`src/rtl/cla_multiword_add_seq_pkg.sv`:
```
// Shared ALU definitions: sequencer states, default slice width, index sizing
// and the 4-bit lookahead carry unit used to build slice adders.
package alu_pkg;

    typedef enum logic [1:0] {
        S_IDLE,
        S_RUN,
        S_DONE
    } seq_state_t;

    localparam int SLICE_W_DEF = 16;

    typedef struct packed {
        logic [3:0] c;     // carries into bits 0..3 of the group
        logic       gen;   // group generate
        logic       prop;  // group propagate
    } cla4_t;

    function automatic int idx_w(input int n);
        return (n > 1) ? $clog2(n) : 1;
    endfunction

    function automatic cla4_t cla4(input logic [3:0] g, input logic [3:0] p, input logic cin);
        cla4_t r;
        r.c[0] = cin;
        r.c[1] = g[0] | (p[0] & cin);
        r.c[2] = g[1] | (p[1] & g[0]) | (p[1] & p[0] & cin);
        r.c[3] = g[2] | (p[2] & g[1]) | (p[2] & p[1] & g[0]) | (p[2] & p[1] & p[0] & cin);
        r.gen  = g[3] | (p[3] & g[2]) | (p[3] & p[2] & g[1]) | (p[3] & p[2] & p[1] & g[0]);
        r.prop = &p;
        return r;
    endfunction

endpackage

```
`src/rtl/cla_multiword_add_seq_if.sv`:
```
// Request/result bundle between a requester and the multi-word add sequencer.
interface cla_multiword_add_seq_if #(parameter int W = 64);

    logic         start;
    logic         ready;
    logic         op_sub;
    logic [W-1:0] a;
    logic [W-1:0] b;
    logic         c_in;
    logic         busy;
    logic         done;
    logic [W-1:0] sum;
    logic         c_out;
    logic         ovf;
    logic         zero;

    modport master (
        output start, op_sub, a, b, c_in,
        input  ready, busy, done, sum, c_out, ovf, zero
    );

    modport slave (
        input  start, op_sub, a, b, c_in,
        output ready, busy, done, sum, c_out, ovf, zero
    );

endinterface

```
`src/rtl/cla_multiword_add_seq_slice.sv`:
```
// Combinational SLICE_W-bit carry-lookahead adder: 4-bit lookahead units
// joined by a group-level lookahead stage. Also exposes the carry into the MSB.
module cla_slice_adder
    import alu_pkg::*;
#(
    parameter int SLICE_W = SLICE_W_DEF
) (
    input  logic [SLICE_W-1:0] a,
    input  logic [SLICE_W-1:0] b,
    input  logic               cin,
    output logic [SLICE_W-1:0] sum,
    output logic               cout,
    output logic               c_msb_in
);

    localparam int N_GRP = SLICE_W / 4;

    logic [SLICE_W-1:0] g;
    logic [SLICE_W-1:0] p;
    logic [SLICE_W:0]   c;
    logic [N_GRP-1:0]   grp_g;
    logic [N_GRP-1:0]   grp_p;
    logic [N_GRP:0]     grp_c;
    cla4_t              unit;

    assign g = a & b;
    assign p = a ^ b;

    always_comb begin
        grp_g = '0;
        grp_p = '0;
        grp_c = '0;
        c     = '0;
        unit  = '0;
        for (int j = 0; j < N_GRP; j++) begin
            unit     = cla4(g[4*j +: 4], p[4*j +: 4], 1'b0);
            grp_g[j] = unit.gen;
            grp_p[j] = unit.prop;
        end
        // Each group carry is expanded from cin on its own, not chained off the previous one.
        for (int j = 0; j <= N_GRP; j++) begin
            grp_c[j] = cin;
            for (int k = 0; k < j; k++) begin
                grp_c[j] = grp_g[k] | (grp_p[k] & grp_c[j]);
            end
        end
        for (int j = 0; j < N_GRP; j++) begin
            unit         = cla4(g[4*j +: 4], p[4*j +: 4], grp_c[j]);
            c[4*j +: 4]  = unit.c;
        end
        c[SLICE_W] = grp_c[N_GRP];
    end

    assign sum      = p ^ c[SLICE_W-1:0];
    assign cout     = c[SLICE_W];
    assign c_msb_in = c[SLICE_W-1];

endmodule

```
`src/rtl/cla_multiword_add_seq.sv`:
```
// Wide add/subtract sequencer: one shared CLA slice, one slice per cycle LSB first,
// inter-slice carry held in a register; result and flags hold until the next operation.
module cla_multiword_add_seq
    import alu_pkg::*;
#(
    parameter int SLICE_W  = SLICE_W_DEF,
    parameter int N_SLICES = 4
) (
    input  logic                  clk,
    input  logic                  rst,
    cla_multiword_add_seq_if.slave bus
);

    localparam int                W        = SLICE_W * N_SLICES;
    localparam int                IDX_W    = idx_w(N_SLICES);
    localparam logic [IDX_W-1:0] LAST_IDX = IDX_W'(N_SLICES - 1);

    seq_state_t       state_q, state_d;
    logic [IDX_W-1:0] idx_q, idx_d;
    logic             carry_q, carry_d;
    logic             sub_q, sub_d;
    logic [W-1:0]     a_q, a_d;
    logic [W-1:0]     b_q, b_d;
    logic [W-1:0]     sum_q, sum_d;
    logic             c_out_q, c_out_d;
    logic             ovf_q, ovf_d;
    logic             zero_q, zero_d;

    logic [SLICE_W-1:0] slice_a;
    logic [SLICE_W-1:0] slice_b;
    logic [SLICE_W-1:0] slice_sum;
    logic               slice_cout;
    logic               slice_c_msb;
    logic               accept;

    assign accept  = bus.start && (state_q != S_RUN);
    assign slice_a = a_q[int'(idx_q)*SLICE_W +: SLICE_W];
    assign slice_b = b_q[int'(idx_q)*SLICE_W +: SLICE_W] ^ {SLICE_W{sub_q}};

    cla_slice_adder #(.SLICE_W(SLICE_W)) u_slice (
        .a        (slice_a),
        .b        (slice_b),
        .cin      (carry_q),
        .sum      (slice_sum),
        .cout     (slice_cout),
        .c_msb_in (slice_c_msb)
    );

    // NOTE: every _d starts as its _q so no path through this block can infer a latch.
    always_comb begin
        state_d = state_q;
        idx_d   = idx_q;
        carry_d = carry_q;
        sub_d   = sub_q;
        a_d     = a_q;
        b_d     = b_q;
        sum_d   = sum_q;
        c_out_d = c_out_q;
        ovf_d   = ovf_q;
        zero_d  = zero_q;
        case (state_q)
            S_IDLE, S_DONE: begin
                if (accept) begin
                    state_d = S_RUN;
                    a_d     = bus.a;
                    b_d     = bus.b;
                    sub_d   = bus.op_sub;
                    carry_d = bus.op_sub ? 1'b1 : bus.c_in;
                    idx_d   = '0;
                end else begin
                    state_d = S_IDLE;
                end
            end
            S_RUN: begin
                sum_d[int'(idx_q)*SLICE_W +: SLICE_W] = slice_sum;
                carry_d = slice_cout;
                if (idx_q == LAST_IDX) begin
                    state_d = S_DONE;
                    idx_d   = '0;
                    c_out_d = slice_cout;
                    ovf_d   = slice_c_msb ^ slice_cout;
                    zero_d  = (sum_d == '0);
                end else begin
                    idx_d = idx_q + 1'b1;
                end
            end
            default: state_d = S_IDLE;
        endcase
    end

    // NOTE: non-blocking assignments so every register samples pre-edge values together.
    always_ff @(posedge clk or posedge rst) begin
        if (rst) begin
            state_q <= S_IDLE;
            idx_q   <= '0;
            carry_q <= 1'b0;
            sub_q   <= 1'b0;
            a_q     <= '0;
            b_q     <= '0;
            sum_q   <= '0;
            c_out_q <= 1'b0;
            ovf_q   <= 1'b0;
            zero_q  <= 1'b0;
        end else begin
            state_q <= state_d;
            idx_q   <= idx_d;
            carry_q <= carry_d;
            sub_q   <= sub_d;
            a_q     <= a_d;
            b_q     <= b_d;
            sum_q   <= sum_d;
            c_out_q <= c_out_d;
            ovf_q   <= ovf_d;
            zero_q  <= zero_d;
        end
    end

    assign bus.ready = (state_q != S_RUN);
    assign bus.busy  = (state_q == S_RUN);
    assign bus.done  = (state_q == S_DONE);
    assign bus.sum   = sum_q;
    assign bus.c_out = c_out_q;
    assign bus.ovf   = ovf_q;
    assign bus.zero  = zero_q;

endmodule
```
`src/flat_wrapper.sv`:
```
// flat-port wrapper written by rule: the top's interface ports become plain ports
module cla_multiword_add_seq_flat import alu_pkg::*;
#(
    parameter int SLICE_W  = SLICE_W_DEF,
    parameter int N_SLICES = 4
)
  (clk, rst, bus_start, bus_op_sub, bus_a, bus_b, bus_c_in, bus_ready, bus_busy, bus_done, bus_sum, bus_c_out, bus_ovf, bus_zero);
  cla_multiword_add_seq_if bus_i ();
  input  logic clk;
  input  logic rst;
  input wire logic [$bits(bus_i.start)-1:0] bus_start;
  input wire logic [$bits(bus_i.op_sub)-1:0] bus_op_sub;
  input wire logic [$bits(bus_i.a)-1:0] bus_a;
  input wire logic [$bits(bus_i.b)-1:0] bus_b;
  input wire logic [$bits(bus_i.c_in)-1:0] bus_c_in;
  output wire logic [$bits(bus_i.ready)-1:0] bus_ready;
  output wire logic [$bits(bus_i.busy)-1:0] bus_busy;
  output wire logic [$bits(bus_i.done)-1:0] bus_done;
  output wire logic [$bits(bus_i.sum)-1:0] bus_sum;
  output wire logic [$bits(bus_i.c_out)-1:0] bus_c_out;
  output wire logic [$bits(bus_i.ovf)-1:0] bus_ovf;
  output wire logic [$bits(bus_i.zero)-1:0] bus_zero;
  assign bus_i.start = bus_start;
  assign bus_i.op_sub = bus_op_sub;
  assign bus_i.a = bus_a;
  assign bus_i.b = bus_b;
  assign bus_i.c_in = bus_c_in;
  assign bus_ready = bus_i.ready;
  assign bus_busy = bus_i.busy;
  assign bus_done = bus_i.done;
  assign bus_sum = bus_i.sum;
  assign bus_c_out = bus_i.c_out;
  assign bus_ovf = bus_i.ovf;
  assign bus_zero = bus_i.zero;
  cla_multiword_add_seq #(.SLICE_W(SLICE_W), .N_SLICES(N_SLICES)) u_core (.clk(clk), .rst(rst), .bus(bus_i));
endmodule
```
`config.mk`:
```
export PLATFORM = sky130hd
export DESIGN_NAME = cla_multiword_add_seq_flat
export DESIGN_NICKNAME = d
export VERILOG_FILES = /design/src/rtl/cla_multiword_add_seq_pkg.sv /design/src/rtl/cla_multiword_add_seq_if.sv /design/src/rtl/cla_multiword_add_seq_slice.sv /design/src/rtl/cla_multiword_add_seq.sv /design/src/flat_wrapper.sv
export SDC_FILE = /design/constraint.sdc
export NUM_CORES = 1
export LEC_CHECK = 0
export BUFFER_PORTS_ARGS = -buffer_cell sky130_fd_sc_hd__buf_4
export CAP_MARGIN = 20
export CORE_UTILIZATION = 35
export CTS_BUF_LIST = sky130_fd_sc_hd__clkbuf_4
export CTS_CLUSTER_SIZE = 14
export DETAILED_ROUTE_END_ITERATION = 10
export SYNTH_ARGS = -nofsm -noshare
export SYNTH_HDL_FRONTEND = slang
export SYNTH_HIERARCHICAL = 1
export SYNTH_SLANG_ARGS = --single-unit
```
`constraint.sdc`:
```
create_clock -name clk -period 13.16 [get_ports clk]
set_input_delay 1.974 -clock clk [delete_from_list [all_inputs] [get_ports clk]]
set_output_delay 1.974 -clock clk [all_outputs]
set_load 0.03 [all_outputs]
```
==> load_flow_metrics.sql <==
INSERT INTO impl_metrics (metric_group, metric, value, unit) VALUES
('outcome', 'status', 'complete, but fails checks', ''),
('outcome', 'violated_checks', 'DRC', ''),
('drt', 'dr_wl_met2', '12100', 'um'),
('grt', 'antenna_found_initial', '2', ''),
('floorplan', 'core', '26300', 'sq um'),
('sta', 'slew_viol_final', '0', ''),
('logic_synthesis', 'synth.lib_cells_used.distinct', '58', ''),
('grt', 'wire_length_of_the_first_global_routing_pass', '40100', 'um'),
('sta', 'timing.slew.headroom', '25.9', '%'),
('setup_path', 'critical_path_peak_fanout', '27', ''),
('clock_tree', 'cts_inserted_buffers', '54', ''),
('logic_synthesis', 'synth_area_per_cell', '13.9', 'sq um'),
('setup_path', 'setup.worst_path.class', 'reg2reg', ''),
('sta', 'grt_setup_unrepaired', 'no', ''),
('clock_tree', 'worstSkewPairLatency', '660', 'ps'),
('cells_and_area', 'nFillCells', '2478', ''),
('cells_and_area', 'design_area', '12000', 'sq um'),
('clock_tree', 'tritoncts_num_sinks', '201', ''),
('grt', 'grt_remaining_overflow', '0', ''),
('logic_synthesis', 'asyncSetResetFlopFracSynth', '100', '%'),
('floorplan', 'die_w', '167', 'um'),
('logic_synthesis', 'synth_nets', '840', ''),
('run', 'drv.max_cap_violation_count', '0', ''),
('sta', 'fin_setup_tns', '0', 'ps'),
('drt', 'route.detailed.drc', '12', ''),
('sta', 'timing.final.ws_setup', '8150', 'ps'),
('drt', 'met1_length', '10700', 'um'),
('drt', 'drtPass1Iterations', '7', ''),
('sta', 'fin_skew', '49.5', 'ps'),
('floorplan', 'dieArea', '27700', 'sq um'),
('logic_synthesis', 'postSynthCellCount', '681', ''),
('setup_path', 'largest_stage_delay_on_the_critical_path', '610', 'ps'),
('cells_and_area', 'area_of_the_multi_input_gates', '4230', 'sq um'),
('logic_synthesis', 'yosys_register_bits', '201', ''),
('floorplan', 'fp.dieH', '167', 'um'),
('setup_path', 'crit_path_start_kind', 'flip-flop', ''),
('cells_and_area', 'commonest_cells_after_routing_fill_and_taps_aside', 'buf_4, dfrtp_1, mux2_2', ''),
('grt', 'grt_util_all_layers', '18.7', '%'),
('logic_synthesis', 'ys_dominant_reg_cell', 'dfrtp_1', ''),
('drt', 'drt-wirelength-per-cell', '19.9', 'um'),
('sta', 'finalCritPeriodShare', '38.1', '%'),
('worst_hold_path', 'min-delay-path-class', 'reg2reg', ''),
('placement', 'dp_hpwl', '18000', 'um'),
('clock_tree', 'cts.htree.levels', '2', ''),
('drt', 'postRouteAntennaNets', '0', ''),
('clock_tree', 'post_cts.repair.setup_buffers', '0', ''),
('setup_path', 'crit_chain', 'buf_4 > mux4_2 > xor2_1 > ha_1 > a21o_1 > a21o_1 > a221oi_2 > o21ai_2 > fa_1 > xor2_1 > nor3_2 > nor3b_1 > a2111oi_1 > nand4_1 > o31ai_2', ''),
('clock_tree', 'cts_max_path_buffers', '3', ''),
('cells_and_area', 'design.final.nets', '1068', ''),
('grt', 'grt_start_max_net_pins', '124', ''),
('clock_tree', 'clockRootBuffer', 'clkbuf_4', ''),
('placement', 'routabilityCongestion', '0.861', ''),
('cells_and_area', 'post_route_cells_drive_above_1_share', '49.7', '%'),
('placement', 'placed_cell_area', '11300', 'sq um'),
('drt', 'routed.top_layer', 'met5', ''),
('logic_synthesis', 'synth.yosys.warnings', '6', ''),
('cells_and_area', 'layout-area-overhead-vs-synth', '26.5', '%'),
('sta', 'min_period', '5010', 'ps'),
('sta', 'worst-slew-pin-transition', '1110', 'ps'),
('cells_and_area', 'layout_commonest_cell', 'buf_4', ''),
('floorplan', 'floorplan.rows', '59', ''),
('setup_path', 'timing.critical_path.to_type', 'flip-flop', ''),
('logic_synthesis', 'synth_enable_flop_cells', '0', ''),
('grt', 'via_count_of_the_first_global_routing_pass', '6987', ''),
('setup_path', 'critical-path-slowest-cell', 'dfrtp_2', ''),
('logic_synthesis', 'netlist_area', '9480', 'sq um'),
('placement', 'preCtsSetupSlack', '8110', 'ps'),
('floorplan', 'start_util', '36.1', '%'),
('clock_tree', 'ctsHoldBuffers', '0', ''),
('drt', 'drt-initial-drc-count', '450', ''),
('logic_synthesis', 'synth_sequential_area_ratio', '53.1', '%');
==> state kept, by name (all words and copies together), names as in the netlist <==
name	count
u_core/a_q	64
u_core/b_q	64
u_core/bus.c_out	1
u_core/bus.ovf	1
u_core/bus.sum	64
u_core/bus.zero	1
u_core/carry_q	1
u_core/idx_q	2
u_core/state_q	2
u_core/sub_q	1
==> cell usage after synthesis, drive strengths merged (2+ instances only) <==
cell      n  area share [%]
a21o      4            0.32
a21oi    12            0.75
a22o     61             5.7
a31oi     5            0.33
a41oi     3            0.28
and2      2            0.13
buf      12            0.69
clkbuf   28             1.1
dfrtp   201              53
fa        4            0.84
ha       22             2.9
inv      15            0.59
mux2    130              15
mux4     32             7.6
nand2    24            0.95
nand2b    3            0.20
nand3     2            0.11
nand4     3            0.20
nor2     13            0.51
nor2b     5            0.33
nor3     12            0.69
nor4     13            0.86
o21ai    16            0.88
o21bai    4            0.32
o22ai     2            0.13
o31ai     3            0.29
o41ai     2            0.18
or4       3            0.28
xnor2     7            0.65
xor2     21             1.9
==> through the flow <==
step	hold WS, ps	util (%)	std cells
6_report	488	45.6	1281
5_1_grt	518	45.6	1281
4_1_cts	487	45.5	1278
3_5_place_dp	473	43.1	1186
3_3_place_gp	472	43.0	1185
2_1_floorplan	475	-	681
==> worst max-delay path, delay by kind of cell, from the launching register on <==
kind	cells	cell delay, ps
compound gates	6	1440
xor+xnor	2	450
fa+ha+maj	2	780
buf+inv	1	530
flops	1	610
mux	1	590
simple gates	3	490
==> path summary, 6_finish.rpt <==
check	start	endpoint	slack [ps]	depth (start not counted)
hold / removal	u_core/bus.ovf$_DFFE_PP0P_	u_core/bus.ovf$_DFFE_PP0P_	490	2
min in group asynchronous	rst	u_core/a_q[52]$_DFFE_PP0P_	1510	2
max in group asynchronous	rst	u_core/b_q[4]$_DFFE_PP0P_	10450	4
hold reg to reg	u_core/bus.ovf$_DFFE_PP0P_	u_core/bus.ovf$_DFFE_PP0P_	490	2
setup reg to reg	u_core/idx_q[0]$_DFFE_PP0P_	u_core/bus.zero$_DFFE_PP0P_	8150	15
setup / recovery	u_core/idx_q[0]$_DFFE_PP0P_	u_core/bus.zero$_DFFE_PP0P_	8150	15
==> metal layers <==
layer | track usage (%) | vias to the layer above
li1 | - | 3085
met1 | 24.5 | 3365
met2 | 29.6 | 250
met3 | 5.68 | 58
met4 | 6.20 | 2
met5 | 0 | -
==> cells by family (layout without fill, tap and decap cells) <==
family                     Yosys count  count (layout)  share of synthesized area, %
DFF                                201             201                          53.1
buffers and inverters               55             319                          2.39
adders and majority gates           26              26                          3.75
muxes                              163             163                          23.2
xor gates and xnor gates            28              28                          2.59
other                                0               1                             0
AOI/OAI and AO/OA                  121             121                          10.2
and+or+nand+nor                     87              87                          4.88
==> area by class of cell <==
type                    instances  area share, %
repair buffers                212           13.4
multi-input cells             425           35.3
clock buffers                  73           4.57
well taps                     335           3.50
clock inverters                19          0.699
diodes                          1         0.0209
flip-flops and latches        201           42.0
inverters                      15          0.532
Power is not shown: default switching activity piles up to over one toggle a cycle in this logic, so the estimate is an artifact.
